## src/rtl/alu_sequencer.sv

```systemverilog
// alu_sequencer: fetch/execute control and register file for the 4-bit ALU.
// Instructions are {op[3:0], im[3:0]}. The ALU result and carry are written back at the edge that ends EXEC.
module alu_sequencer (
  input  logic       clk,
  input  logic       rst,
  input  logic       run,
  output logic [3:0] rom_addr,
  input  logic [7:0] rom_data,
  input  logic [3:0] in_port,
  output logic [3:0] alu_ain,
  output logic [3:0] alu_bin,
  input  logic [3:0] alu_out,
  input  logic       alu_c,
  output logic [3:0] out_port,
  output logic [3:0] pc
);

  localparam int unsigned DW = 4;

  typedef enum logic {
    ST_FETCH = 1'b0,
    ST_EXEC  = 1'b1
  } state_e;

  state_e        state_q, state_d;
  logic [DW-1:0] a_q, a_d;
  logic [DW-1:0] b_q, b_d;
  logic          cf_q, cf_d;
  logic [DW-1:0] pc_q, pc_d;
  logic [DW-1:0] out_q, out_d;
  logic [DW-1:0] ain_c, bin_c;
  logic [DW-1:0] op_c, im_c;

  assign op_c = rom_data[7:4];
  assign im_c = rom_data[3:0];

  // State and register file update; reset overrides any in-flight instruction.
  always_ff @(posedge clk) begin
    if (rst) begin
      state_q <= ST_FETCH;
      a_q     <= '0;
      b_q     <= '0;
      cf_q    <= 1'b0;
      pc_q    <= '0;
      out_q   <= '0;
    end else begin
      state_q <= state_d;
      a_q     <= a_d;
      b_q     <= b_d;
      cf_q    <= cf_d;
      pc_q    <= pc_d;
      out_q   <= out_d;
    end
  end

  // Next-state decode: operand selection and destination write from the ALU result.
  always_comb begin
    state_d = state_q;
    a_d     = a_q;
    b_d     = b_q;
    cf_d    = cf_q;
    pc_d    = pc_q;
    out_d   = out_q;
    ain_c   = '0;
    bin_c   = '0;
    unique case (state_q)
      ST_FETCH: begin
        if (run) state_d = ST_EXEC;
      end
      ST_EXEC: begin
        state_d = ST_FETCH;
        cf_d    = alu_c;
        pc_d    = pc_q + DW'(1);
        case (op_c)
          4'h0: begin ain_c = a_q;     bin_c = im_c; a_d   = alu_out; end
          4'h5: begin ain_c = b_q;     bin_c = im_c; b_d   = alu_out; end
          4'h3: begin                  bin_c = im_c; a_d   = alu_out; end
          4'h7: begin                  bin_c = im_c; b_d   = alu_out; end
          4'h1: begin ain_c = b_q;                   a_d   = alu_out; end
          4'h4: begin ain_c = a_q;                   b_d   = alu_out; end
          4'h2: begin ain_c = in_port;               a_d   = alu_out; end
          4'h6: begin ain_c = in_port;               b_d   = alu_out; end
          4'h9: begin ain_c = b_q;                   out_d = alu_out; end
          4'hB: begin                  bin_c = im_c; out_d = alu_out; end
          4'hF: begin                  bin_c = im_c; pc_d  = alu_out; end
          4'hE: begin
            bin_c = im_c;
            if (!cf_q) pc_d = alu_out;
          end
          default: ;
        endcase
      end
      default: state_d = ST_FETCH;
    endcase
  end

  assign alu_ain  = ain_c;
  assign alu_bin  = bin_c;
  assign rom_addr = pc_q;
  assign pc       = pc_q;
  assign out_port = out_q;

endmodule
```

## config.mk

```make
export PLATFORM = sky130hd
export DESIGN_NAME = alu_sequencer
export DESIGN_NICKNAME = d
export VERILOG_FILES = /design/src/rtl/alu_sequencer.sv
export SDC_FILE = /design/constraint.sdc
export NUM_CORES = 1
export LEC_CHECK = 0
export ABC_AREA = 1
export BUFFER_PORTS_ARGS = -buffer_cell sky130_fd_sc_hd__buf_4
export CAP_MARGIN = 10
export CORE_UTILIZATION = 50
export CTS_BUF_LIST = sky130_fd_sc_hd__clkbuf_8
export CTS_CLUSTER_SIZE = 40
export DETAILED_ROUTE_END_ITERATION = 12
export PLACE_DENSITY = 0.84
export SYNTH_ARGS = -nofsm -noshare
export SYNTH_HDL_FRONTEND = slang
export SYNTH_SLANG_ARGS = --single-unit
```

## constraint.sdc

```tcl
create_clock -name clk -period 2.12 [get_ports clk]
set_input_delay 0.106 -clock clk [delete_from_list [all_inputs] [get_ports clk]]
set_output_delay 0.106 -clock clk [all_outputs]
set_load 0.05 [all_outputs]
```

# == Yosys cells after proc, flatten, opt, wreduce, memory -nomap -nowiden ==
# Cells that the tools add are included.
# totals
inputBits,20
wordCells,38
reg_bits,18
# classes
addsub,1
n_bitwise,1
n_eq_ne,11
n_mux,8
reduce_logical,11
# ops
op,count
"equality test 4 x 3 -> 1 bit, second input constant",4
"equality test 4 bit, second input constant",4
2-to-1 mux 4 bit,4
case mux 4 bit (3 select lines),1
"equality test 4 x 2 -> 1 bit, second input constant",2
case mux 4 bit (2 select lines),1
OR reduction 4 bit,2
OR reduction 7 bit,1
AND reduction 2 bit,3
OR reduction 2 bit,3
"adder 4 x 1 -> 4 bit, second input constant",1
"equality test 4 x 1 -> 1 bit, second input constant",1
zero test 4 bit,1
OR reduction 3 bit,1
case mux 1 bit (2 select lines),1
2-to-1 mux 1 bit,1
NOT 1 bit,1

# == Logic depth before layout (Yosys ltp) ==
# depth
depth_word,4
ltp_mapped,7
ltp_nobuf,7

# == Worst setup path after synthesis ==
# OpenSTA, ideal clock, no wires.
# synth_path
kind,reg-to-reg
startpoint,reg pc_q[1] (netlist: pc[1])
endpoint,reg pc_q[2] (netlist: pc[2])
path_slack_ns,0.769
arrival_ns,1.233
stages_incl_launch_ff,6
setup_ns,0.118
cell_sequence,dfxtp_1 > ha_1 > xnor2_1 > nor2_1 > nor2_1 > nor2_1
# synth_between
elab_chain_len,3
# synth_lines
item,line_no,rtl
from (decl),29,"logic [DW-1:0] pc_q, pc_d;"
from (signal assigned),51,pc_q <= pc_d;
adder 4 x 1 -> 4 bit (*),73,pc_d = pc_q + DW'(1);
2-to-1 mux 4 bit,88,if (!cf_q) pc_d = alu_out;
case mux 4 bit (2 select lines) (*),74,case (op_c)
# Every way passes the cells marked *; elsewhere a longest branch is shown, timed or not.
# A chain may end at the register's enable or synchronous reset.

# == Final worst setup path ==
# layout_path
startpoint,reg state_q
endpoint,out alu_ain[3]
# layout_between
elab_chain_len,1
# layout_lines
item,line_no,rtl
from (decl),25,"state_e state_q, state_d;"
from (signal assigned),47,state_q <= state_d;
2-to-1 mux 4 bit,66,unique case (state_q)
to (decl),10,"output logic [3:0] alu_ain,"
# Every way passes these cells.

==> qor.csv <==
metric,value,unit
status,"complete, no violations",
ant diodes,0,
drt drc,0,
CP max-delay cell,dfxtp_1,
post-synthesis simple-gate area fraction,38.6,%
synthesized instance count,160,
PostCTS Resize Cnt,0,
Routed Antenna Nets,0,
Reg2Reg Launch Point,state_q,
drt first-iter violations,37,
chip width,46.4,um
final net count,219,
skew final,0.00118,ns
max-capacitance violation count,0,
Hold Crit Start,rst,
worst vdd ir,0.482,mV
Hold WC Path Type,in -> reg,
"critical path fanouts, max",15,
vias,1110,
initial antenna violation count,0,
Yosys Warn Count,0,
Site Rows,15,
share of layout cells above drive strength 1,23.9,%
Hold Path Cell Cnt,2,
crit path launch type,flop,
required time of the worst setup path,2.01,ns
final setup vio count,0,
Fmax,756,MHz
full die area,2150,um^2
crit path DAT,1.22,ns
largest net degree at the start of global routing,16,
xor and xnor area share after synthesis,0.888,%
CP top delay family,buffers and inverters,
register area share after synthesis,36.5,%
IO Pins,40,
Final min period,1.32,ns
most frequent CP cell,buf_4,
Clock Sinks,18,
Congestion Overflow GR,0,
cts-stage hold buffer count,0,
Register Area,360,um^2
synthesized area,986,um^2
Syn Nets,181,
Initial Util,55.3,%
"Largest stage delay, worst path",0.41,ns
syn_area_per_cell,6.16,um^2
reg2reg path depth,5,
CTS H-tree lvls,1,
Hold Path Sink,b_q[0],
Worst path depth,4,
CP Buf/Inv Count,3,
Setup Total Neg Slack,0,ns
"Hold Violations, Final",0,
Post-CTS Setup Bufs,0,
Area Growth Syn to Fin,34.8,%
Pre-antenna DRT Iters,4,
"setup slack, reg-to-reg",0.89,ns
Final Non-Filler Cells,222,
multi-input logic area,499,um^2
Critical R2R Capture,a_q[2],
maximum root-to-sink buffer count,2,
library cells used by synthesis,17,
Slew Limit Fails,0,
Worst-Margin Slew,0.336,ns
Final Cycle Share,62.4,%
LEAKAGE,0.695,nW
post-layout worst setup margin,0.797,ns
die height,46.4,um
total CTS buffers,3,
Compound-Gate Fraction of Synth Area,9.90,%
all-layer global routing usage,24.6,%
Core Footprint,1780,um^2
pre-CTS setup slack,0.932,ns
kind of critical path,reg -> out,
DP Cell Count,218,
mux share of post-synthesis cell area,0,%
pwr dens,626,nW/um^2
routed vias/inst,5.00,
RSZ-0062 raised after global routing,no,
relative slew slack,77.6,%
crit path cell chain,buf_4 > nand2_1 > inv_1 > buf_4,
FILL cells,163,
"Clk pin slew, worst setup/hold paths",0.07,ns
clock latency on the worst-skew pair,0.25,ns
DP HPWL,1880,um
crit end category,output pin,
Routability Congestion,0.844,
wire per inst,11.3,um
TritonCTS clock tree,yes,
WL final,2510,um
Synth Register Bits,18,
global-route wire length before repair,3800,um
Root Driver,clkbuf_8,
Synth Area in Adders,1.27,%
combinational family with the most area after synthesis,simple AND/OR/NAND/NOR gates,
Port Buffers,39,
number of global-route vias before repair,944,
==> routing by layer <==
layer / GRT usage [%] / vias up / routed length, um
met4: 11.2 / 0 / 59
met2: 42.2 / 55 / 1140
li1: - / 569 / -
met3: 3.92 / 10 / 230
met1: 29.6 / 476 / 1080
met5: 0 / - / 0
==> cells in the final DEF (no fill, tap or decap) <==
cell type / n
inv_1: 22
ha_1: 1
nor3_2: 1
dfxtp_1: 18
nand3_1: 14
xnor2_1: 1
buf_4: 40
nand4_1: 2
nand2_1: 35
o211ai_1: 1
a21oi_1: 6
nor2_1: 37
nor3_1: 1
clkbuf_8: 4
o21ai_0: 12
nor2_2: 2
==> where the power goes <==
part	switching, mW	internal, mW	total (mW)
combinational	0.119	0.0654	0.184
sequential	0.0128	0.351	0.364
clock	0.118	0.165	0.283
==> cells by family after synthesis <==
kind of cell,Yosys count
compound gates,19
xor+xnor,1
fa+ha+maj,1
buf+inv,29
flops,18
simple gates,92
==> stage by stage <==
step                total power [mW]  utilization [%]  hold WS [ns]  instance area [um^2]
floorplan                      0.487                -         0.175                   986
global placement               0.550             71.4         0.316                  1270
detailed placement             0.553             71.4         0.317                  1270
CTS                            0.834             74.5        0.0508                  1330
global route                   0.863             74.5        0.0562                  1330
finish                         0.832             74.5        0.0544                  1330
==> layout make-up <==
cell class	instances	share of cell area, %
clock buffer	4	4.14
inverter	22	6.21
multi-input combinational	113	37.6
sequential	18	27.1
tap	25	2.35
timing repair buffer	40	22.6
==> cell usage after synthesis <==
master    count  share of area, %
o211ai_1      1              0.76
xnor2_1       1              0.89
nor2_1       37                14
ha_1          1               1.3
dfxtp_1      18                37
nor2_2        2               1.3
nand3_1      14               7.1
a21oi_1       6               3.0
nor3_2        1               1.0
o21ai_0      12               6.1
nand4_1       2               1.3
inv_1        22               8.4
buf_4         4               3.0
buf_1         1              0.38
nor3_1        1              0.51
buf_2         2               1.0
nand2_1      35                13
==> sequential cells by signal, indices dropped and copies added, names as in the netlist <==
signal / flops
a_q: 4
b_q: 4
out_port: 4
pc: 4
cf_q: 1
state_q: 1
==> worst max path at each step <==
stage | slack [ns] | endpoint | startpoint
floorplan | 0.77 | pc[2] | pc[1]
global placement | 0.97 | alu_ain[2] | rom_data[4]
detailed placement | 0.93 | alu_ain[3] | rom_data[4]
CTS | 0.81 | alu_ain[3] | state_q
global route | 0.75 | alu_ain[3] | state_q
finish | 0.80 | alu_ain[3] | state_q
Note: power is estimated with default switching activity, not from simulation.
